$ cat config.mk
export PLATFORM = sky130hd
export DESIGN_NAME = control_unit
export DESIGN_NICKNAME = d
export VERILOG_FILES = /design/src/rtl/control_unit.sv
export SDC_FILE = /design/constraint.sdc
export NUM_CORES = 1
export LEC_CHECK = 0
export CAP_MARGIN = 20
export CELL_PAD_IN_SITES_DETAIL_PLACEMENT = 1
export CELL_PAD_IN_SITES_GLOBAL_PLACEMENT = 1
export CORE_ASPECT_RATIO = 0.7
export CORE_MARGIN = 4
export CORE_UTILIZATION = 19
export CTS_CLUSTER_SIZE = 12
export DETAILED_ROUTE_END_ITERATION = 8
export PLACE_DENSITY_LB_ADDON = 0.1
export SYNTH_ARGS = -nofsm -noshare
export SYNTH_HDL_FRONTEND = slang
export SYNTH_SLANG_ARGS = --single-unit
$ cat constraint.sdc
create_clock -name Clk -period 1.9 [get_ports Clk]
set_input_delay 0.38 -clock Clk [delete_from_list [all_inputs] [get_ports Clk]]
set_output_delay 0.38 -clock Clk [all_outputs]
set_load 0.01 [all_outputs]
$ cat src/rtl/control_unit.sv
// Moore control FSM for the 16-bit accumulator-less datapath: sequences fetch,
// decode and execute of Load/Store/Add/Sub/Halt/NoOp instructions from IR.
module control_unit (
    input  logic        Clk,
    input  logic        Reset,
    input  logic [15:0] IR,
    output logic        PC_clr,
    output logic        PC_up,
    output logic        IR_ld,
    output logic [7:0]  D_addr,
    output logic        D_wr,
    output logic        RF_s,
    output logic [3:0]  RF_W_addr,
    output logic        RF_W_en,
    output logic [3:0]  RF_Ra_addr,
    output logic [3:0]  RF_Rb_addr,
    output logic [2:0]  ALU_s0,
    output logic [3:0]  OutState,
    output logic [3:0]  NextState
);

    typedef enum logic [3:0] {
        INIT   = 4'd0,
        FETCH  = 4'd1,
        DECODE = 4'd2,
        LOADA  = 4'd3,
        LOADB  = 4'd4,
        STORE  = 4'd5,
        ADD    = 4'd6,
        SUB    = 4'd7,
        HALT   = 4'd8,
        NOOP   = 4'd9
    } state_t;

    localparam logic [2:0] ALU_ADD = 3'd1;
    localparam logic [2:0] ALU_SUB = 3'd2;

    state_t state;
    state_t next_state;

    // NOTE: sequential state uses non-blocking assignment so every flop samples
    // pre-edge values; the reset branch is asynchronous and overrides Clk.
    always_ff @(posedge Clk or negedge Reset) begin
        if (!Reset) begin
            state <= INIT;
        end else begin
            state <= next_state;
        end
    end

    // NOTE: every output gets a default before the case so no path leaves a
    // signal unassigned, which would otherwise infer a latch.
    always_comb begin
        next_state = state;
        PC_clr     = 1'b0;
        PC_up      = 1'b0;
        IR_ld      = 1'b0;
        D_addr     = 8'h00;
        D_wr       = 1'b0;
        RF_s       = 1'b0;
        RF_W_addr  = 4'h0;
        RF_W_en    = 1'b0;
        RF_Ra_addr = 4'h0;
        RF_Rb_addr = 4'h0;
        ALU_s0     = 3'd0;

        unique case (state)
            INIT: begin
                PC_clr     = 1'b1;
                next_state = FETCH;
            end
            FETCH: begin
                IR_ld      = 1'b1;
                PC_up      = 1'b1;
                next_state = DECODE;
            end
            DECODE: begin
                case (IR[15:12])
                    4'd1:    next_state = STORE;
                    4'd2:    next_state = LOADA;
                    4'd3:    next_state = ADD;
                    4'd4:    next_state = SUB;
                    4'd5:    next_state = HALT;
                    default: next_state = NOOP;
                endcase
            end
            LOADA: begin
                // Address is held for the synchronous memory read; the write lands in LoadB.
                D_addr     = IR[7:0];
                RF_s       = 1'b1;
                RF_W_addr  = IR[11:8];
                next_state = LOADB;
            end
            LOADB: begin
                D_addr     = IR[7:0];
                RF_s       = 1'b1;
                RF_W_addr  = IR[11:8];
                RF_W_en    = 1'b1;
                next_state = FETCH;
            end
            STORE: begin
                D_addr     = IR[7:0];
                RF_Ra_addr = IR[11:8];
                D_wr       = 1'b1;
                next_state = FETCH;
            end
            ADD, SUB: begin
                RF_Ra_addr = IR[11:8];
                RF_Rb_addr = IR[7:4];
                RF_W_addr  = IR[3:0];
                RF_W_en    = 1'b1;
                ALU_s0     = (state == ADD) ? ALU_ADD : ALU_SUB;
                next_state = FETCH;
            end
            HALT: begin
                next_state = HALT;
            end
            NOOP: begin
                next_state = FETCH;
            end
            default: begin
                next_state = INIT;
            end
        endcase
    end

    assign OutState  = state;
    assign NextState = next_state;

endmodule

-- Word-level counts from Yosys, hierarchy flattened
Index checks and enable logic that the tools add are counted.
- equal/unequal tests: 14
- mux-type cells: 13
- reductions and logical operators: 7
- operators with widths (cell ; number):
    one-hot mux 4 bit (5 select lines) ; 2
    == test 4 x 3 -> 1 bit (second input constant) ; 6
    == test 4 x 2 -> 1 bit (second input constant) ; 4
    OR reduction 3 bit ; 3
    == test 4 x 1 -> 1 bit (second input constant) ; 2
    == test 4 bit (second input constant) ; 2
    two-way mux 4 bit ; 2
    two-way mux 8 bit ; 1
    one-hot mux 4 bit (2 select lines) ; 1
    OR reduction 6 bit ; 1
    two-way mux 1 bit ; 5
    logical NOT 4 bit ; 1
    two-way mux 2 bit ; 2
    OR reduction 2 bit ; 2
- register bits after elaboration: 4
- bits of input ports: 18
- output and inout port bits: 37
- logic and storage cells: 35

-- Depth between registers and ports, before layout
Gate-level depths: netlist of run 1.
- word-level depth: 3
- gate-level depth with buffers: 5
- depth with buffers taken out: 3

-- Worst setup path after synthesis of run 1
OpenSTA, ideal clock, no wires.
- path type: register -> output
- start: reg state[1], in the netlist OutState[1]
- end: out PC_up
- arrival: 1300 ps
- required time: 1520 ps
- setup slack: 220 ps
- stages on the path, launching flop included: 6
- buffers on the path: 2
- cell sequence: dfrtp_1 buf_4 inv_1 nand2_1 nor3_1 buf_4
- longest elaborated chain between the ends: 2
- ends and longest elaborated chain (element ; line ; RTL):
    from (decl) ; 38 ; state_t state;
    from (signal assigned) ; 47 ; state <= next_state;
    == test 4 x 1 -> 1 bit ; -- ;
    two-way mux 1 bit ; -- ;
    to (decl) ; 8 ; output logic PC_up,
No other way between the ends.

-- Final worst setup path of run 1
- start: reg state[1], in the netlist OutState[1]
- end: out RF_W_addr[0]
- longest elaborated chain between the ends: 3
- elaborated cells on any way between the ends: 7
- classes of those cells: 4 x eq/ne; 1 x mux; 2 x reduce/logical
- ends and longest elaborated chain (element ; line ; RTL):
    == test 4 x 3 -> 1 bit or == test 4 x 2 -> 1 bit (tied branches) ; 67 ; unique case (state)
    OR reduction 2 bit ; -- ;
    one-hot mux 4 bit (2 select lines) (*) ; 67 ;
    to (decl) ; 13 ; output logic [3:0] RF_W_addr,
Mark *: on every way between the ends. The rest lies on a longest branch, timed or not.

==> results.sh, run 1 <==
export IMPL_rsz0062_at_grt="yes"
export IMPL_die_y_um=52.2
export IMPL_drive_gt1_share_pct=58.2
export IMPL_clockBufferDepth=2
export IMPL_cts_buffers=3
export IMPL_period_needed_ps=2040
export IMPL_num_antenna_cells=0
export IMPL_required_ps=1520
export IMPL_avgViaCountPerCell=4.52
export IMPL_grt_first_pass_wirelength_mm=4.60
export IMPL_end_kind="primary output"
export IMPL_final_area_um2=1360
export IMPL_cts_tree="built"
export IMPL_die_w_um=71.1
export IMPL_cts_root_buf="clkbuf_8"
export IMPL_design_core_area_um2=2550
export IMPL_netlist_area_um2=529
export IMPL_min_path_type="input port to async pin"
export IMPL_cp_start_kind="flip-flop"
export IMPL_grt_usage_pct=16.0
export IMPL_start_util_pct=20.7
export IMPL_drc=0
export IMPL_area_growth_pct=157
export IMPL_routed_wl_mm=3.07
export IMPL_setup_viol=10
export IMPL_maxCapViolations=0
export IMPL_largest_reg_flops=4
export IMPL_stdcell_count=187
export IMPL_grt_max_degree=10
export IMPL_die_area_um2=3710
export IMPL_fin_nets=173
export IMPL_synthCells=73
export IMPL_skew_ps=2.53
export IMPL_cp_arrival_ps=1660
export IMPL_path_max_fanout=5
export IMPL_rows=15
export IMPL_drt_initial_drc_count=22
export IMPL_ys_seq_elements=4
export IMPL_yosysWarnings=0
export IMPL_synth_area_leader_cell="and2_1"
export IMPL_post_place_ws_ps=-603
export IMPL_insertion_delay_ps=220
export IMPL_clock_sinks=4
export IMPL_dp_cells=177
export IMPL_synth_top_cell_area_share_pct=20.1
export IMPL_port_buffers=53
export IMPL_wl_per_cell_um=16.4
export IMPL_rrSetupSlack_ps=560
export IMPL_fillers=308
export IMPL_grt_pass1_vias=914
export IMPL_path_clk_slew_ps=30
export IMPL_hpwlAfterDp_mm=2.25
export IMPL_hold_viol_final=0
export IMPL_io_pins=55
export IMPL_fin_util_pct=53.3
export IMPL_gr_total_overflow=0
export IMPL_layout_worst_path_cycle_share_pct=108
export IMPL_drt_pass1_iterations=4
export IMPL_worst_slack_ps=-143
export IMPL_placed_area_um2=1230
export IMPL_syn_area_per_cell_um2=7.25
export IMPL_fmax_mhz=489
export IMPL_drtAntennaViolNets=0
export IMPL_synth_area_top_cells="and2_1 (20%), dfrtp_1 (19%), a22o_1 (8.3%)"
export IMPL_grt_antenna_before_repair=0
export IMPL_outcome="complete, but fails checks"
export IMPL_powerDensity_nw_per_um2=1790
export IMPL_seq_area_frac_synth_pct=18.9
export IMPL_violations="setup timing"
export IMPL_ir_drop_uv=709
export IMPL_p_leak_uw=0.000662
export IMPL_holdBufCountCts=0
export IMPL_drv_slew=0
export IMPL_synth_cell_types=27
export IMPL_syn_nets=91
export IMPL_gp_congestion=0.748
export IMPL_holdWs_ps=377
export IMPL_vias=845
export IMPL_htree_levels=1
export IMPL_critical_path_class="flip-flop to primary output"
## where the power goes
group	internal [µW]	switching, µW
clock network	135	43.0
logic	1130	938
registers	131	59.0
total	1400	1040
## worst max-delay path, cell delays in order, from the launching register on
cell,delay [ps]
dfrtp_1,380
buf_6,130
buf_6,80
nand3b_1,130
buf_4,180
a21oi_4,190
buf_6,120
a22o_1,110
buf_2,130
## cells in the mapped netlist, drive strengths merged
master / number
nand3b: 2
nand2b: 2
or3b: 1
o211ai: 1
nand2: 3
o311a: 1
o21ai: 1
a22o: 5
a21boi: 1
nor2: 9
and2: 17
conb: 1
inv: 3
xor2: 1
nor3b: 1
buf: 6
a21oi: 5
nor3: 3
xnor2: 1
nand3: 2
nor4: 1
o31ai: 1
dfrtp: 4
nor2b: 1
## worst paths after layout
kind                                   from           end  cells after the start
worst max-delay path            OutState[1]  RF_W_addr[0]                      8
worst min-delay path                  Reset   OutState[3]                      1
worst max register to register  OutState[1]   OutState[3]                      7
worst min register to register  OutState[3]   OutState[1]                      2
max in group asynchronous             Reset   OutState[2]                      1
min in group Clk                OutState[3]   OutState[1]                      2
## metal layers
metal | GRT usage [%] | routed length (µm) | vias to the layer above | part of all wire, %
li1 | - | - | 409 | -
met1 | 19.4 | 1370 | 408 | 45
met2 | 28.6 | 1570 | 23 | 51
met3 | 2.70 | 88 | 5 | 2.9
met4 | 6.25 | 35 | 0 | 1.1
met5 | 0 | 0 | - | 0
## metrics by stage
stage / power, µW / TNS (ps)
after global routing: 2610 / -1640
after detailed placement: 1940 / -4480
after floorplan: 895 / 0
final: 2440 / -557
after CTS: 2160 / -796
after global placement: 1900 / -3950
## layout make-up
type | instances | area [µm²] | share of cell area (%)
clock buffer | 3 | 41.3 | 3.04
inverter | 3 | 13.8 | 1.01
multi-input combinational | 60 | 472 | 34.7
sequential | 4 | 101 | 7.45
tap | 34 | 42.5 | 3.13
timing repair buffer | 83 | 689 | 50.7
## cell families (layout without fill, tap and decap cells)
| logic type | Yosys count | after routing | share of synthesized area, % |
|---|---|---|---|
| xor gates and xnor gates | 2 | 2 | 3.31 |
| and+or+nand+nor | 42 | 42 | 44.4 |
| AOI/OAI and AO/OA | 15 | 15 | 22.9 |
| DFF | 4 | 4 | 18.9 |
| other | 1 | 1 | 0.709 |
| buffers and inverters | 9 | 89 | 9.69 |
## cells in the final DEF (no fill, tap or decap)
cell / netlist / layout
buf_6: 0 / 20
buf_4: 4 / 18
clkdlybuf4s50_1: 0 / 17
clkbuf_2: 0 / 12
buf_2: 2 / 11
and2_1: 17 / 9
and2_4: 0 / 8
a22o_1: 5 / 5
dlygate4sd2_1: 0 / 5
nor2_1: 9 / 4
dfrtp_1: 4 / 3
nor2_2: 0 / 3
a21oi_1: 3 / 3
clkbuf_8: 0 / 3
nand2_2: 0 / 2
nand3b_1: 2 / 2
nor3_1: 3 / 2
nor2_4: 0 / 2
inv_1: 3 / 2
nand3_1: 2 / 2
dfrtp_2: 0 / 1
inv_4: 0 / 1
nand2b_4: 0 / 1
nand2b_1: 2 / 1
a21oi_2: 1 / 1
or3b_4: 1 / 1
a21oi_4: 1 / 1
nor4_4: 0 / 1
nor3_2: 0 / 1
nor3b_2: 0 / 1
o31ai_4: 0 / 1
nor2b_1: 1 / 1
o211ai_1: 1 / 1
a21boi_1: 0 / 1
xnor2_1: 1 / 1
nand2_1: 3 / 1
o311a_1: 1 / 1
xor2_1: 1 / 1
o21ai_0: 1 / 1
conb_1: 1 / 1
## what timing repair did
action,CTS,global route
setup buffers,6,2
setup endpoints to repair,32,28
pin swaps,15,12
gates resized for setup,107,62
Note: power is estimated with default switching activity, not from simulation.
==> inputs of run 2 (changes only) <==
--- a/config.mk
+++ b/config.mk
@@ -5,15 +5,17 @@
 export SDC_FILE = /design/constraint.sdc
 export NUM_CORES = 1
 export LEC_CHECK = 0
+export ABC_AREA = 1
 export CAP_MARGIN = 20
 export CELL_PAD_IN_SITES_DETAIL_PLACEMENT = 1
 export CELL_PAD_IN_SITES_GLOBAL_PLACEMENT = 1
 export CORE_ASPECT_RATIO = 0.7
 export CORE_MARGIN = 4
-export CORE_UTILIZATION = 19
+export CORE_UTILIZATION = 16
 export CTS_CLUSTER_SIZE = 12
 export DETAILED_ROUTE_END_ITERATION = 8
 export PLACE_DENSITY_LB_ADDON = 0.1
+export SETUP_SLACK_MARGIN = 0.4
 export SYNTH_ARGS = -nofsm -noshare
 export SYNTH_HDL_FRONTEND = slang
 export SYNTH_SLANG_ARGS = --single-unit
==> run 2 against run 1 <==
Net effect:
- the run still ends with setup timing left
- critical path depth is the same
- synthesized area shrank 5.4%
- clock power is essentially flat
- non-clock buffer count grew 12
- worst setup slack gained 120 ps
- cell count grew 22%
- design area grew 10%
- count of clock-buffer cells in the layout is the same
==> results.sh, run 2 <==
export IMPL_critPathSlowestCell="dfrtp_2"
export IMPL_drt_initial_drc_count=17
export IMPL_ir_drop_uv=568
export IMPL_cts_buffers=3
export IMPL_fmax_mhz=521
export IMPL_mostFrequentLayoutCell="buf_4"
export IMPL_rsz0062_at_grt="yes"
export IMPL_die_y_um=54.8
export IMPL_holdBufCountCts=0
export IMPL_path_depth=8
export IMPL_holdWs_ps=373
export IMPL_drc=0
export IMPL_yosysWarnings=0
export IMPL_crit_family="buffers and inverters"
export IMPL_maxCapViolations=0
export IMPL_synthArstFlopShare_pct=100
export IMPL_area_growth_pct=199
export IMPL_powerDensity_nw_per_um2=1550
export IMPL_syn_area_per_cell_um2=5.16
export IMPL_synth_cell_types=16
export IMPL_syn_nets=115
export IMPL_synthCells=97
export IMPL_rows=16
export IMPL_critPathMaxStageDelay_ps=440
export IMPL_gr_total_overflow=0
export IMPL_seq_area_frac_synth_pct=20.0
export IMPL_required_ps=1520
export IMPL_ys_flop_type="dfrtp_1"
export IMPL_layout_worst_path_cycle_share_pct=101
export IMPL_wl_per_cell_um=14.2
export IMPL_synth_area_top_cells="nor2_1 (21%), dfrtp_1 (20%), nand2_1 (15%)"
export IMPL_grt_antenna_before_repair=0
export IMPL_p_leak_uw=0.000843
export IMPL_setup_tns_ps=-19.8
export IMPL_cp_arrival_ps=1540
export IMPL_avgViaCountPerCell=4.21
export IMPL_fin_nets=213
export IMPL_drive_gt1_share_pct=62.2
export IMPL_final_area_um2=1500
export IMPL_drtAntennaViolNets=0
export IMPL_largest_reg_flops=4
export IMPL_hpwlAfterDp_mm=2.13
export IMPL_gp_congestion=0.752
export IMPL_yosysMostFrequentCell="nor2_1"
export IMPL_grt_usage_pct=14.7
export IMPL_design_core_area_um2=2900
export IMPL_cts_root_buf="clkbuf_8"
export IMPL_power_uw=2320
export IMPL_outcome="complete, but fails checks"
export IMPL_clockBufferDepth=2
export IMPL_insertion_delay_ps=210
export IMPL_start_util_pct=17.2
export IMPL_ys_seq_elements=4
export IMPL_die_area_um2=4100
export IMPL_synth_common_cells="nor2_1 (28), nand2_1 (20), inv_1 (18)"
export IMPL_dp_cells=202
export IMPL_hold_viol_final=0
export IMPL_placed_area_um2=1200
export IMPL_grt_pass1_vias=982
export IMPL_path_max_fanout=4
export IMPL_clock_sinks=4
export IMPL_period_needed_ps=1920
export IMPL_netlist_area_um2=500
export IMPL_vias=965
export IMPL_min_path_type="input port to async pin"
export IMPL_drv_slew=0
export IMPL_end_kind="primary output"
export IMPL_worst_path_buf_inv=4
export IMPL_rr_worst_depth=7
export IMPL_critical_path_class="flip-flop to primary output"
export IMPL_synth_edff_count=0
export IMPL_routed_wl_mm=3.25
export IMPL_grt_max_degree=9
export IMPL_setup_viol=1
export IMPL_path_cells="nor2_4 > inv_4 > o21ai_2 > buf_4 > buf_6 > nand2_4 > o21ai_2 > buf_2"
export IMPL_grt_first_pass_wirelength_mm=4.62
export IMPL_num_antenna_cells=0
export IMPL_synth_area_leader_cell="nor2_1"
export IMPL_die_w_um=74.8
export IMPL_cts_tree="built"
export IMPL_synth_top_cell_area_share_pct=21.0
export IMPL_final_cell_mix="buf_4 (35), buf_2 (23), inv_1 (15), buf_6 (15), nor2_1 (14)"
export IMPL_path_clk_slew_ps=30
export IMPL_violations="setup timing"
export IMPL_cp_start_kind="flip-flop"
export IMPL_cpMostUsedCell="o21ai_2"
export IMPL_io_pins=55
export IMPL_stdcell_count=229
export IMPL_port_buffers=53
export IMPL_drt_pass1_iterations=4
export IMPL_worst_slack_ps=-19.8
export IMPL_htree_levels=1
export IMPL_skew_ps=0.900
[run 2: path summary, 6_finish.rpt]
check,slack (ps),end,start
min reg2reg,690,OutState[3],OutState[1]
max reg2reg,600,OutState[0],OutState[2]
max,-20,RF_W_addr[0],OutState[3]
max in group asynchronous,1340,OutState[0],Reset
min,370,OutState[1],Reset
min in group Clk,690,OutState[3],OutState[1]
[run 2: kinds of logic after synthesis]
family | after synthesis | synth area share (%)
other | 1 | 0.749
AOI/OAI and AO/OA | 12 | 13.2
and+or+nand+nor | 55 | 45.7
DFF | 4 | 20.0
buffers and inverters | 25 | 20.2
[run 2: power by group]
group | total [µW] | internal [µW] | leakage, µW | switching, µW
sequential | 198 | 131 | 0.0000477 | 66.8
clock | 178 | 135 | 0.0000216 | 42.9
combinational | 1940 | 1030 | 0.000773 | 916
total | 2320 | 1290 | 0.000843 | 1030
[run 2: final cells by class]
cell class,instances,area [µm²]
well taps,36,45.0
inverters,23,93.8
clock buffers,3,41.3
fillers,378,1410
multi-input cells,68,450
repair buffers,95,762
flip-flops and latches,4,104
[run 2: per-stage QoR]
step                util, %  worst slack [ps]
global placement       41.2              -477
CTS                    44.0              26.8
floorplan                 -               427
finish                 51.6             -19.8
global route           51.6              -104
detailed placement     41.2              -489
[run 2: repair_timing]
action / 4_1_cts / 5_1_grt
buffers inserted: 13 / 11
pin swaps: 8 / 8
hold endpoints to repair: 0 / 0
setup endpoints to repair: 36 / 33
gates resized for setup: 168 / 38
[run 2: metal layers]
metal,part of all wire (%),global-route usage (%),vias up
li1,-,-,482
met1,44,17.6,451
met3,6.1,1.65,0
met2,50,28.8,32
met5,0,0,-
met4,0,1.78,0
[run 2: worst register-to-register path, cell delays in order, from the launching register on]
cell and delay, ps:
dfrtp_1 390, inv_2 120, buf_4 140, nand2_4 80, nor3_4 190, o21ai_1 110
nand2_1 90, buf_4 110
==> inputs of run 3 (changes only) <==
--- a/config.mk
+++ b/config.mk
@@ -15,7 +15,8 @@
 export CTS_CLUSTER_SIZE = 12
 export DETAILED_ROUTE_END_ITERATION = 8
 export PLACE_DENSITY_LB_ADDON = 0.1
-export SETUP_SLACK_MARGIN = 0.4
+export SETUP_SLACK_MARGIN = 0.5
+export SLEW_MARGIN = 20
 export SYNTH_ARGS = -nofsm -noshare
 export SYNTH_HDL_FRONTEND = slang
 export SYNTH_SLANG_ARGS = --single-unit
==> run 3 against run 2 <==
Net effect:
- the run still ends with setup timing left
- worst setup slack got worse by 61 ps
- worst hold slack got worse by 2.8 ps
- global-route usage is 1.2 points higher
- design area increased by 9.2%
- critical path type unchanged
- largest cell class unchanged
==> results.sh, run 3 (synthesis results as in run 2) <==
export IMPL_grt_max_degree=9
export IMPL_setup_tns_ps=-171
export IMPL_p_leak_uw=0.000832
export IMPL_clockBufferDepth=2
export IMPL_worst_path_buf_inv=5
export IMPL_fillers=365
export IMPL_outcome="complete, but fails checks"
export IMPL_die_area_um2=4100
export IMPL_violations="setup timing"
export IMPL_gr_total_overflow=0
export IMPL_grt_first_pass_wirelength_mm=4.79
export IMPL_path_max_fanout=4
export IMPL_routed_wl_mm=3.53
export IMPL_fmax_mhz=505
export IMPL_hold_viol_final=0
export IMPL_holdBufCountCts=0
export IMPL_cts_root_buf="clkbuf_8"
export IMPL_crit_family="buffers and inverters"
export IMPL_setup_viol=8
export IMPL_final_cell_mix="buf_6 (30), buf_4 (22), buf_2 (18)"
export IMPL_grt_usage_pct=15.9
export IMPL_clock_sinks=4
export IMPL_start_util_pct=17.2
export IMPL_drv_slew=0
export IMPL_vias=964
export IMPL_grt_pass1_vias=985
export IMPL_drt_initial_drc_count=26
export IMPL_drt_pass1_iterations=4
export IMPL_required_ps=1520
export IMPL_fin_nets=208
export IMPL_cpMostUsedCell="buf_6"
export IMPL_critPathSlowestCell="dfrtp_1"
export IMPL_ir_drop_uv=557
export IMPL_worst_slack_ps=-81.1
export IMPL_r2r_end="OutState[3]"
export IMPL_die_w_um=74.8
export IMPL_drive_gt1_share_pct=70.4
export IMPL_end_kind="primary output"
export IMPL_rrSetupSlack_ps=600
export IMPL_rows=16
export IMPL_io_pins=55
export IMPL_num_antenna_cells=0
export IMPL_critPathMaxStageDelay_ps=400
export IMPL_critical_path_class="flip-flop to primary output"
export IMPL_design_core_area_um2=2900
export IMPL_cp_start_kind="flip-flop"
export IMPL_largest_reg_flops=4
export IMPL_r2r_start="OutState[2]"
export IMPL_regArea_um2=104
export IMPL_cp_arrival_ps=1600
export IMPL_port_buffers=53
export IMPL_grt_antenna_before_repair=0
export IMPL_skew_ps=3.11
export IMPL_insertion_delay_ps=220
export IMPL_rr_worst_depth=6
export IMPL_layout_worst_path_cycle_share_pct=104
export IMPL_htree_levels=1
export IMPL_period_needed_ps=1980
export IMPL_rsz0062_at_grt="yes"
export IMPL_cts_buffers=3
export IMPL_stdcell_count=225
export IMPL_dp_cells=201
export IMPL_fin_util_pct=56.3
export IMPL_multi_input_area_um2=539
export IMPL_die_y_um=54.8
export IMPL_power_uw=2420
export IMPL_maxCapViolations=0
export IMPL_path_cells="inv_2 > nand4_1 > buf_4 > o21ai_4 > buf_6 > buf_6 > nand2_4 > o21ai_2 > buf_2"
export IMPL_gp_congestion=0.762
export IMPL_mostFrequentLayoutCell="buf_6"
export IMPL_powerDensity_nw_per_um2=1480
export IMPL_cts_tree="built"
export IMPL_path_clk_slew_ps=30
export IMPL_drc=0
export IMPL_holdWs_ps=371
export IMPL_area_growth_pct=227
export IMPL_avgViaCountPerCell=4.28
export IMPL_min_path_type="input port to async pin"
export IMPL_wl_per_cell_um=15.7
export IMPL_hpwlAfterDp_mm=2.10
export IMPL_drtAntennaViolNets=0
-- run 3: metal layers --
| layer | vias to the layer above | part of all wire, % | track usage, % |
|---|---|---|---|
| li1 | 474 | - | - |
| met1 | 456 | 39 | 19.4 |
| met2 | 30 | 54 | 27.6 |
| met3 | 4 | 6.1 | 4.77 |
| met4 | 0 | 0.59 | 3.55 |
| met5 | - | 0 | 0 |
-- run 3: worst max-delay path by stage --
| stage | slack (ps) | end | start | cells after the start |
|---|---|---|---|---|
| 6_report | -80 | RF_W_addr[2] | OutState[2] | 9 |
| 5_1_grt | -150 | RF_W_addr[2] | OutState[2] | 9 |
| 3_5_place_dp | -590 | NextState[0] | IR[15] | 8 |
| 4_1_cts | 10 | RF_W_addr[2] | OutState[3] | 9 |
| 3_3_place_gp | -540 | NextState[0] | IR[15] | 8 |
| 2_1_floorplan | 460 | D_addr[0] | OutState[2] | 5 |
-- run 3: area by class of cell --
cell class	instances	area share (%)
Multi-Input combinational cell	68	33.0
Sequential cell	4	6.36
Inverter	23	6.43
Clock buffer	4	2.76
Timing Repair Buffer	90	48.7
Tap cell	36	2.76
-- run 3: power breakdown --
part           switching [µW]  internal (µW)
logic                     996           1040
registers                63.0            131
clock network            51.6            144
total                    1110           1310
-- run 3: per-stage QoR --
stage / instance area (µm²) / setup slack [ps]
6_report: 1630 / -81.1
5_1_grt: 1630 / -154
4_1_cts: 1520 / 12.5
3_5_place_dp: 1280 / -595
3_3_place_gp: 1280 / -535
2_1_floorplan: 596 / 456
-- run 3: repair_timing --
| item | in CTS | in global routing |
|---|---|---|
| setup buffers | 16 | 3 |
| pin swaps | 10 | 3 |
| gates resized for setup | 206 | 21 |
| setup endpoints to repair | 38 | 33 |
| cloned | 1 | 0 |
